<file path="config.mk">
export PLATFORM = sky130hd
export DESIGN_NAME = operand_streamer
export DESIGN_NICKNAME = d
export VERILOG_FILES = /design/src/rtl/operand_streamer.sv
export SDC_FILE = /design/constraint.sdc
export NUM_CORES = 1
export LEC_CHECK = 0
export CAP_MARGIN = 20
export CORE_MARGIN = 2
export CORE_UTILIZATION = 48
export DETAILED_ROUTE_END_ITERATION = 12
export PLACE_DENSITY = 0.76
export SLEW_MARGIN = 20
export SYNTH_ARGS = -nofsm -noshare
export SYNTH_HDL_FRONTEND = slang
export SYNTH_SLANG_ARGS = --single-unit
</file>
<file path="constraint.sdc">
create_clock -name clk -period 3.8 [get_ports clk]
set_input_delay 0.76 -clock clk [delete_from_list [all_inputs] [get_ports clk]]
set_output_delay 0.76 -clock clk [all_outputs]
set_load 0.02 [all_outputs]
</file>
<file path="src/rtl/operand_streamer.sv">
// Streams (feature-map, kernel) operand pairs for a sliding-window convolution.
// Reads are credit-limited so that at most two pairs are ever held or in flight.
module operand_streamer #(
    parameter int DATA_WIDTH         = 16,
    parameter int FEATURE_MAP_WIDTH  = 32,
    parameter int FEATURE_MAP_HEIGHT = 32,
    parameter int KERNEL_SIZE        = 3
) (
    input  logic                                                   clk,
    input  logic                                                   arst_n,
    input  logic                                                   start,
    input  logic [1:0]                                             conv_stride_mode,
    output logic                                                   running,
    output logic [DATA_WIDTH-1:0]                                  a_input,
    output logic [DATA_WIDTH-1:0]                                  b_input,
    output logic                                                   a_valid,
    input  logic                                                   a_ready,
    output logic                                                   fmap_re,
    output logic [$clog2(FEATURE_MAP_WIDTH*FEATURE_MAP_HEIGHT)-1:0] fmap_addr,
    input  logic [DATA_WIDTH-1:0]                                  fmap_rdata,
    output logic                                                   kern_re,
    output logic [$clog2(KERNEL_SIZE*KERNEL_SIZE)-1:0]             kern_addr,
    input  logic [DATA_WIDTH-1:0]                                  kern_rdata
);

    localparam int FA_W = $clog2(FEATURE_MAP_WIDTH*FEATURE_MAP_HEIGHT);
    localparam int KA_W = $clog2(KERNEL_SIZE*KERNEL_SIZE);
    localparam int XW   = $clog2(FEATURE_MAP_WIDTH+1);
    localparam int YW   = $clog2(FEATURE_MAP_HEIGHT+1);
    localparam int KW   = $clog2(KERNEL_SIZE+1);
    localparam int PW   = 2*DATA_WIDTH;
    localparam logic [KW-1:0] K_LAST = KW'(KERNEL_SIZE-1);

    typedef enum logic [1:0] {
        ST_IDLE  = 2'd0,
        ST_RUN   = 2'd1,
        ST_DRAIN = 2'd2
    } state_e;

    // Stride is a power of two, so it is kept as a shift amount.
    function automatic logic [1:0] stride_shift(input logic [1:0] mode);
        logic [1:0] sh;
        case (mode)
            2'd0:    sh = 2'd0;
            2'd1:    sh = 2'd1;
            2'd2:    sh = 2'd2;
            2'd3:    sh = 2'd0;
            default: sh = 2'd0;
        endcase
        return sh;
    endfunction

    state_e          state_q, state_d;
    logic [1:0]      shift_q, shift_d;
    logic [XW-1:0]   ox_q, ox_d;
    logic [YW-1:0]   oy_q, oy_d;
    logic [KW-1:0]   kx_q, kx_d;
    logic [KW-1:0]   ky_q, ky_d;
    logic            inflight_q, inflight_d;
    logic [1:0]      count_q, count_d;
    logic            rd_ptr_q, rd_ptr_d;
    logic            wr_ptr_q, wr_ptr_d;
    logic [PW-1:0]   slot0_q, slot0_d;
    logic [PW-1:0]   slot1_q, slot1_d;

    logic            pop_s, push_s, issue_s, last_tuple_s;
    logic [2:0]      room_s;
    logic [XW-1:0]   ox_last_s;
    logic [YW-1:0]   oy_last_s;
    logic [PW-1:0]   head_s;
    logic [FA_W-1:0] fmap_addr_s;
    logic [KA_W-1:0] kern_addr_s;

    assign ox_last_s    = XW'((FEATURE_MAP_WIDTH - KERNEL_SIZE) >> shift_q);
    assign oy_last_s    = YW'((FEATURE_MAP_HEIGHT - KERNEL_SIZE) >> shift_q);
    assign last_tuple_s = (oy_q == oy_last_s) && (ox_q == ox_last_s) &&
                          (ky_q == K_LAST) && (kx_q == K_LAST);

    // Credit counts the slot freed by a same-cycle pop so full throughput is kept.
    assign pop_s   = (count_q != 2'd0) && a_ready;
    assign push_s  = inflight_q;
    assign room_s  = {1'b0, count_q} - {2'b00, pop_s} + {2'b00, inflight_q};
    assign issue_s = (state_q == ST_RUN) && (room_s < 3'd2);

    assign fmap_addr_s = FA_W'((((32'(oy_q) << shift_q) + 32'(ky_q)) * 32'(FEATURE_MAP_WIDTH)) +
                               (32'(ox_q) << shift_q) + 32'(kx_q));
    assign kern_addr_s = KA_W'(32'(ky_q) * 32'(KERNEL_SIZE) + 32'(kx_q));

    assign fmap_re   = issue_s;
    assign kern_re   = issue_s;
    assign fmap_addr = issue_s ? fmap_addr_s : {FA_W{1'b0}};
    assign kern_addr = issue_s ? kern_addr_s : {KA_W{1'b0}};

    assign head_s  = rd_ptr_q ? slot1_q : slot0_q;
    assign a_input = head_s[PW-1:DATA_WIDTH];
    assign b_input = head_s[DATA_WIDTH-1:0];
    assign a_valid = (count_q != 2'd0);
    assign running = (state_q != ST_IDLE);

    assign inflight_d = issue_s;
    assign count_d    = count_q + {1'b0, push_s} - {1'b0, pop_s};
    assign rd_ptr_d   = rd_ptr_q ^ pop_s;
    assign wr_ptr_d   = wr_ptr_q ^ push_s;

    // Job sequencing and the oy/ox/ky/kx tap counters.
    always_comb begin
        state_d = state_q;
        shift_d = shift_q;
        ox_d    = ox_q;
        oy_d    = oy_q;
        kx_d    = kx_q;
        ky_d    = ky_q;
        case (state_q)
            ST_IDLE: begin
                if (start) begin
                    state_d = ST_RUN;
                    shift_d = stride_shift(conv_stride_mode);
                    ox_d    = {XW{1'b0}};
                    oy_d    = {YW{1'b0}};
                    kx_d    = {KW{1'b0}};
                    ky_d    = {KW{1'b0}};
                end else begin
                    state_d = ST_IDLE;
                end
            end
            ST_RUN: begin
                if (issue_s) begin
                    if (kx_q != K_LAST) begin
                        kx_d = kx_q + KW'(1);
                    end else begin
                        kx_d = {KW{1'b0}};
                        if (ky_q != K_LAST) begin
                            ky_d = ky_q + KW'(1);
                        end else begin
                            ky_d = {KW{1'b0}};
                            if (ox_q != ox_last_s) begin
                                ox_d = ox_q + XW'(1);
                            end else begin
                                ox_d = {XW{1'b0}};
                                oy_d = oy_q + YW'(1);
                            end
                        end
                    end
                    state_d = last_tuple_s ? ST_DRAIN : ST_RUN;
                end else begin
                    state_d = ST_RUN;
                end
            end
            ST_DRAIN: begin
                if ((count_q == 2'd0) && !inflight_q) begin
                    state_d = ST_IDLE;
                end else begin
                    state_d = ST_DRAIN;
                end
            end
            default: state_d = ST_IDLE;
        endcase
    end

    // Returning read data lands in the slot named by the write pointer.
    always_comb begin
        slot0_d = slot0_q;
        slot1_d = slot1_q;
        if (push_s && !wr_ptr_q) begin
            slot0_d = {fmap_rdata, kern_rdata};
        end else begin
            slot0_d = slot0_q;
        end
        if (push_s && wr_ptr_q) begin
            slot1_d = {fmap_rdata, kern_rdata};
        end else begin
            slot1_d = slot1_q;
        end
    end

    // State register; clearing inflight on reset drops any late read data.
    always_ff @(posedge clk or negedge arst_n) begin
        if (!arst_n) begin
            state_q    <= ST_IDLE;
            shift_q    <= 2'd0;
            ox_q       <= {XW{1'b0}};
            oy_q       <= {YW{1'b0}};
            kx_q       <= {KW{1'b0}};
            ky_q       <= {KW{1'b0}};
            inflight_q <= 1'b0;
            count_q    <= 2'd0;
            rd_ptr_q   <= 1'b0;
            wr_ptr_q   <= 1'b0;
            slot0_q    <= {PW{1'b0}};
            slot1_q    <= {PW{1'b0}};
        end else begin
            state_q    <= state_d;
            shift_q    <= shift_d;
            ox_q       <= ox_d;
            oy_q       <= oy_d;
            kx_q       <= kx_d;
            ky_q       <= ky_d;
            inflight_q <= inflight_d;
            count_q    <= count_d;
            rd_ptr_q   <= rd_ptr_d;
            wr_ptr_q   <= wr_ptr_d;
            slot0_q    <= slot0_d;
            slot1_q    <= slot1_d;
        end
    end

endmodule

</file>
==> flow_metrics.tcl <==
set metrics [dict create \
    violations "negative setup slack" \
    use_met3_pct 4.00 \
    drv_cap 0 \
    gp_congestion 0.896 \
    final_util_pct 65.1 \
    start_util_pct 49.7 \
    num_io_pins 88 \
    ys_ff_latch 89 \
    drc_errors 0 \
    path_clk_slew_ns 0.10 \
    cp.buffers_inverters 3 \
    cpLargestDelayFamily "adder cells" \
    die_area_um2 11600 \
    synth_nets 519 \
    vias 3883 \
    fin_crit_sh_pct 106 \
    path_cells "nor2_2 -> and2_4 -> ha_2 -> inv_1 -> fa_2 -> inv_1 -> ha_1 -> a21o_1 -> a21o_1 -> a221oi_2 -> a21oi_2 -> nor3b_4 -> buf_6" \
    drive_gt1_share_pct 40.0 \
    p_total_w 0.00539 \
    synthToLayoutAreaGrowth_pct 31.0 \
    core_area_um2 10400 \
    layout.nets 639 \
    syn_inst 457 \
    hp-class "input port to async pin" \
    htree_levels 3 \
    grt_max_degree 90 \
    grtUsageTotal_pct 21.0 \
    synth-seq-area-share_pct 43.2 \
    critPathLaunchType "flip-flop" \
    clockBufferDepth 2 \
    clock-root-buffer "clkbuf_8" \
    slowest_delay_ns 0.51 \
    fin_skew_ns 0.0166 \
    place_ws_ns -0.799 \
    firstDrtPassIters 6 \
    synth_area_leaders "dfrtp_1, mux2_2, ha_1" \
    synth_flop_cell "dfrtp_1" \
    port_buffers 87 \
    ir_drop_uv 397 \
    synth_area_per_cell_um2 11.3 \
    ant_nets 0 \
    powerDensity_nw_per_um2 798 \
    arrival_ns 3.26 \
    fmax_ghz 0.249 \
    setup.worst_path.end_class "output pin" \
    final_hold_viol_count 0 \
    setup_viol 2 \
    cts_buffers 9 \
    dp_hpwl_mm 8.45 \
    maxSlewViolCount 0 \
    timing.final.ws_setup_ns -0.220 \
    cts_sinks 89 \
    crit_path_top_delay_cell "fa_2" \
    grt_util_met1_pct 26.3 \
    hold_buffers 0 \
    tns_ns -0.276 \
    die_w_um 108 \
    wl_mm 11.9 \
    period_minus_slack_ns 4.02 \
    rsz0062_at_grt "true" \
    grt_pass1_wl_mm 19.3 \
    synth-edff-count 0 \
    antenna_found_initial 0 \
    critical_path_class "flip-flop to output pin" \
    drt-wirelength-per-cell_um 16.5 \
    worstPathRequired_ns 3.04 \
    dieHeight_um 108 \
    fp-row-count 37 \
    max_slew_margin_pct 46.5 \
    synth.largest_area_cell "dfrtp_1" \
    status "finished, violations left" \
    diodes 0 \
    vias_per_cell 5.41 \
    syn_area_um2 5150 \
    n_fill_cell 795 \
    synth_top_area_share_pct 43.2 \
    cts_tree "yes" \
    yosysWarnings 0 \
    clock_latency_ns 0.35 \
    leakagePower_nw 2.92 \
    critical_path.max_fanout 5 \
    worst_pin_slew_ns 0.802 \
    drt_iter0_drc 168 \
    gr-total-overflow 0 \
    synth_cell_type_count 61 \
    grt_pass1_vias 3974 \
    gr-usage-met2_pct 37.4 \
    async_flop_share_pct 100 \
    top_usage_layer "met2" \
]
-- synth_stat cells, types with 3 or more instances --
cell type  instances
nand3b_1           3
nand3_1           10
nand4_1            3
fa_1               5
clkbuf_1          12
nand2b_1           9
ha_1              19
xor2_1             6
dfrtp_1           89
and2_1             7
xnor2_1            9
buf_1              7
o31ai_2            3
nand2_1           28
a31oi_1            3
a21o_1             4
a21oi_1           14
o21ai_0           12
nor2_1            20
a211oi_1           4
nor2b_1            3
o31ai_1            3
inv_1             25
and3_1             4
mux2_2            98
mux2i_1            9
buf_2              7
-- placed cells by master (no fill, tap or decap), types with 4 or more instances in the layout --
cell type        synthesis  layout
a21o_1                   4       4
a21oi_1                 14      10
and2_4                   0       6
and3_1                   4       4
buf_2                    7       8
buf_4                    2      53
buf_6                    2       6
clkbuf_8                 0       9
clkdlybuf4s50_1          0      69
dfrtp_1                 89      89
fa_1                     5       4
ha_1                    19      14
ha_4                     0       4
inv_1                   25      21
mux2_2                  98      98
mux2i_1                  9       8
nand2_1                 28      27
nand2b_1                 9       9
nand3_1                 10      10
nor2_1                  20      10
nor2_2                   0       9
o21ai_0                 12      10
xnor2_1                  9       8
xor2_1                   6       6
-- routing by layer --
metal | vias to the layer above | wire [um]
li1 | 1850 | -
met1 | 1941 | 4970
met2 | 82 | 6290
met3 | 10 | 479
met4 | 0 | 144
met5 | - | 0
-- power by group --
| group | switching, W | internal, W | leakage (nW) |
|---|---|---|---|
| Combinational | 0.00151 | 0.00169 | 1.76 |
| Clock | 0.000350 | 0.000247 | 0.0814 |
| Sequential | 0.000227 | 0.00136 | 1.08 |
-- worst register-to-register path: stages, from the launching register on --
cell       delay, ns
dfrtp_1         0.40
inv_2           0.08
nand2_2         0.05
and2_4          0.16
ha_4            0.26
inv_2           0.03
ha_4            0.14
fa_1            0.46
or3b_4          0.41
buf_4           0.15
a211oi_2        0.21
o2111ai_2       0.19
buf_4           0.21
buf_4           0.15
o31ai_2         0.22
-- worst paths after layout --
| check | slack [ns] | endpoint | cells after the start | from |
|---|---|---|---|---|
| setup / recovery | -0.22 | fmap_addr[9] | 13 | shift_q[0]$_DFFE_PN0P_ |
| hold / removal | 0.45 | slot0_q[8]$_DFFE_PN0P_ | 1 | arst_n |
| setup reg to reg | 0.59 | oy_q[4]$_DFFE_PN0P_ | 14 | count_q[1]$_DFF_PN0_ |
| hold reg to reg | 0.51 | slot1_q[3]$_DFFE_PN0P_ | 1 | slot1_q[3]$_DFFE_PN0P_ |
| max in group asynchronous | 2.78 | ox_q[2]$_DFFE_PN0P_ | 1 | arst_n |
| min in group clk | 0.51 | slot1_q[3]$_DFFE_PN0P_ | 1 | slot1_q[3]$_DFFE_PN0P_ |
-- sequential cells by signal (all words and copies together) (netlist names) --
name        flops
slot0_q        32
slot1_q        32
ox_q            6
oy_q            6
count_q         2
kx_q            2
ky_q            2
shift_q         2
state_q         2
inflight_q      1
rd_ptr_q        1
wr_ptr_q        1
-- cell type report --
type,instances,area [um^2],area share (%)
multi-input combinational,314,2860,42.3
sequential,89,2230,33.0
timing repair buffer,138,1220,18.1
tap,136,170,2.52
clock buffer,10,128,1.89
inverter,25,96.3,1.43
clock inverter,6,51.3,0.760
-- logic make-up (layout without fill, tap and decap cells) --
logic type	after synthesis	in the layout	synth area share, %
compound gates	64	64	9.33
xor+xnor	15	15	2.55
fa+ha+maj	24	24	6.56
buf+inv	55	179	4.61
flops	89	89	43.2
mux	107	107	23.2
simple gates	103	104	10.6
-- through the flow --
| stage | hold WS [ns] | cells | cell area [um^2] |
|---|---|---|---|
| 4_1_cts | 0.514 | 716 | 6670 |
| 6_report | 0.448 | 718 | 6750 |
| 3_3_place_gp | 0.483 | 695 | 6460 |
| 2_1_floorplan | 0.464 | 457 | 5280 |
| 5_1_grt | 0.499 | 718 | 6750 |
| 3_5_place_dp | 0.492 | 695 | 6460 |
-- timing repair --
| action | CTS | global route |
|---|---|---|
| cloned | 1 | 0 |
| pin swaps | 14 | 12 |
| setup buffers | 4 | 2 |
| gates resized for setup | 84 | 22 |
| hold endpoints to repair | 0 | 0 |
| setup endpoints to repair | 16 | 15 |
Note: power is estimated with default switching activity, not from simulation.
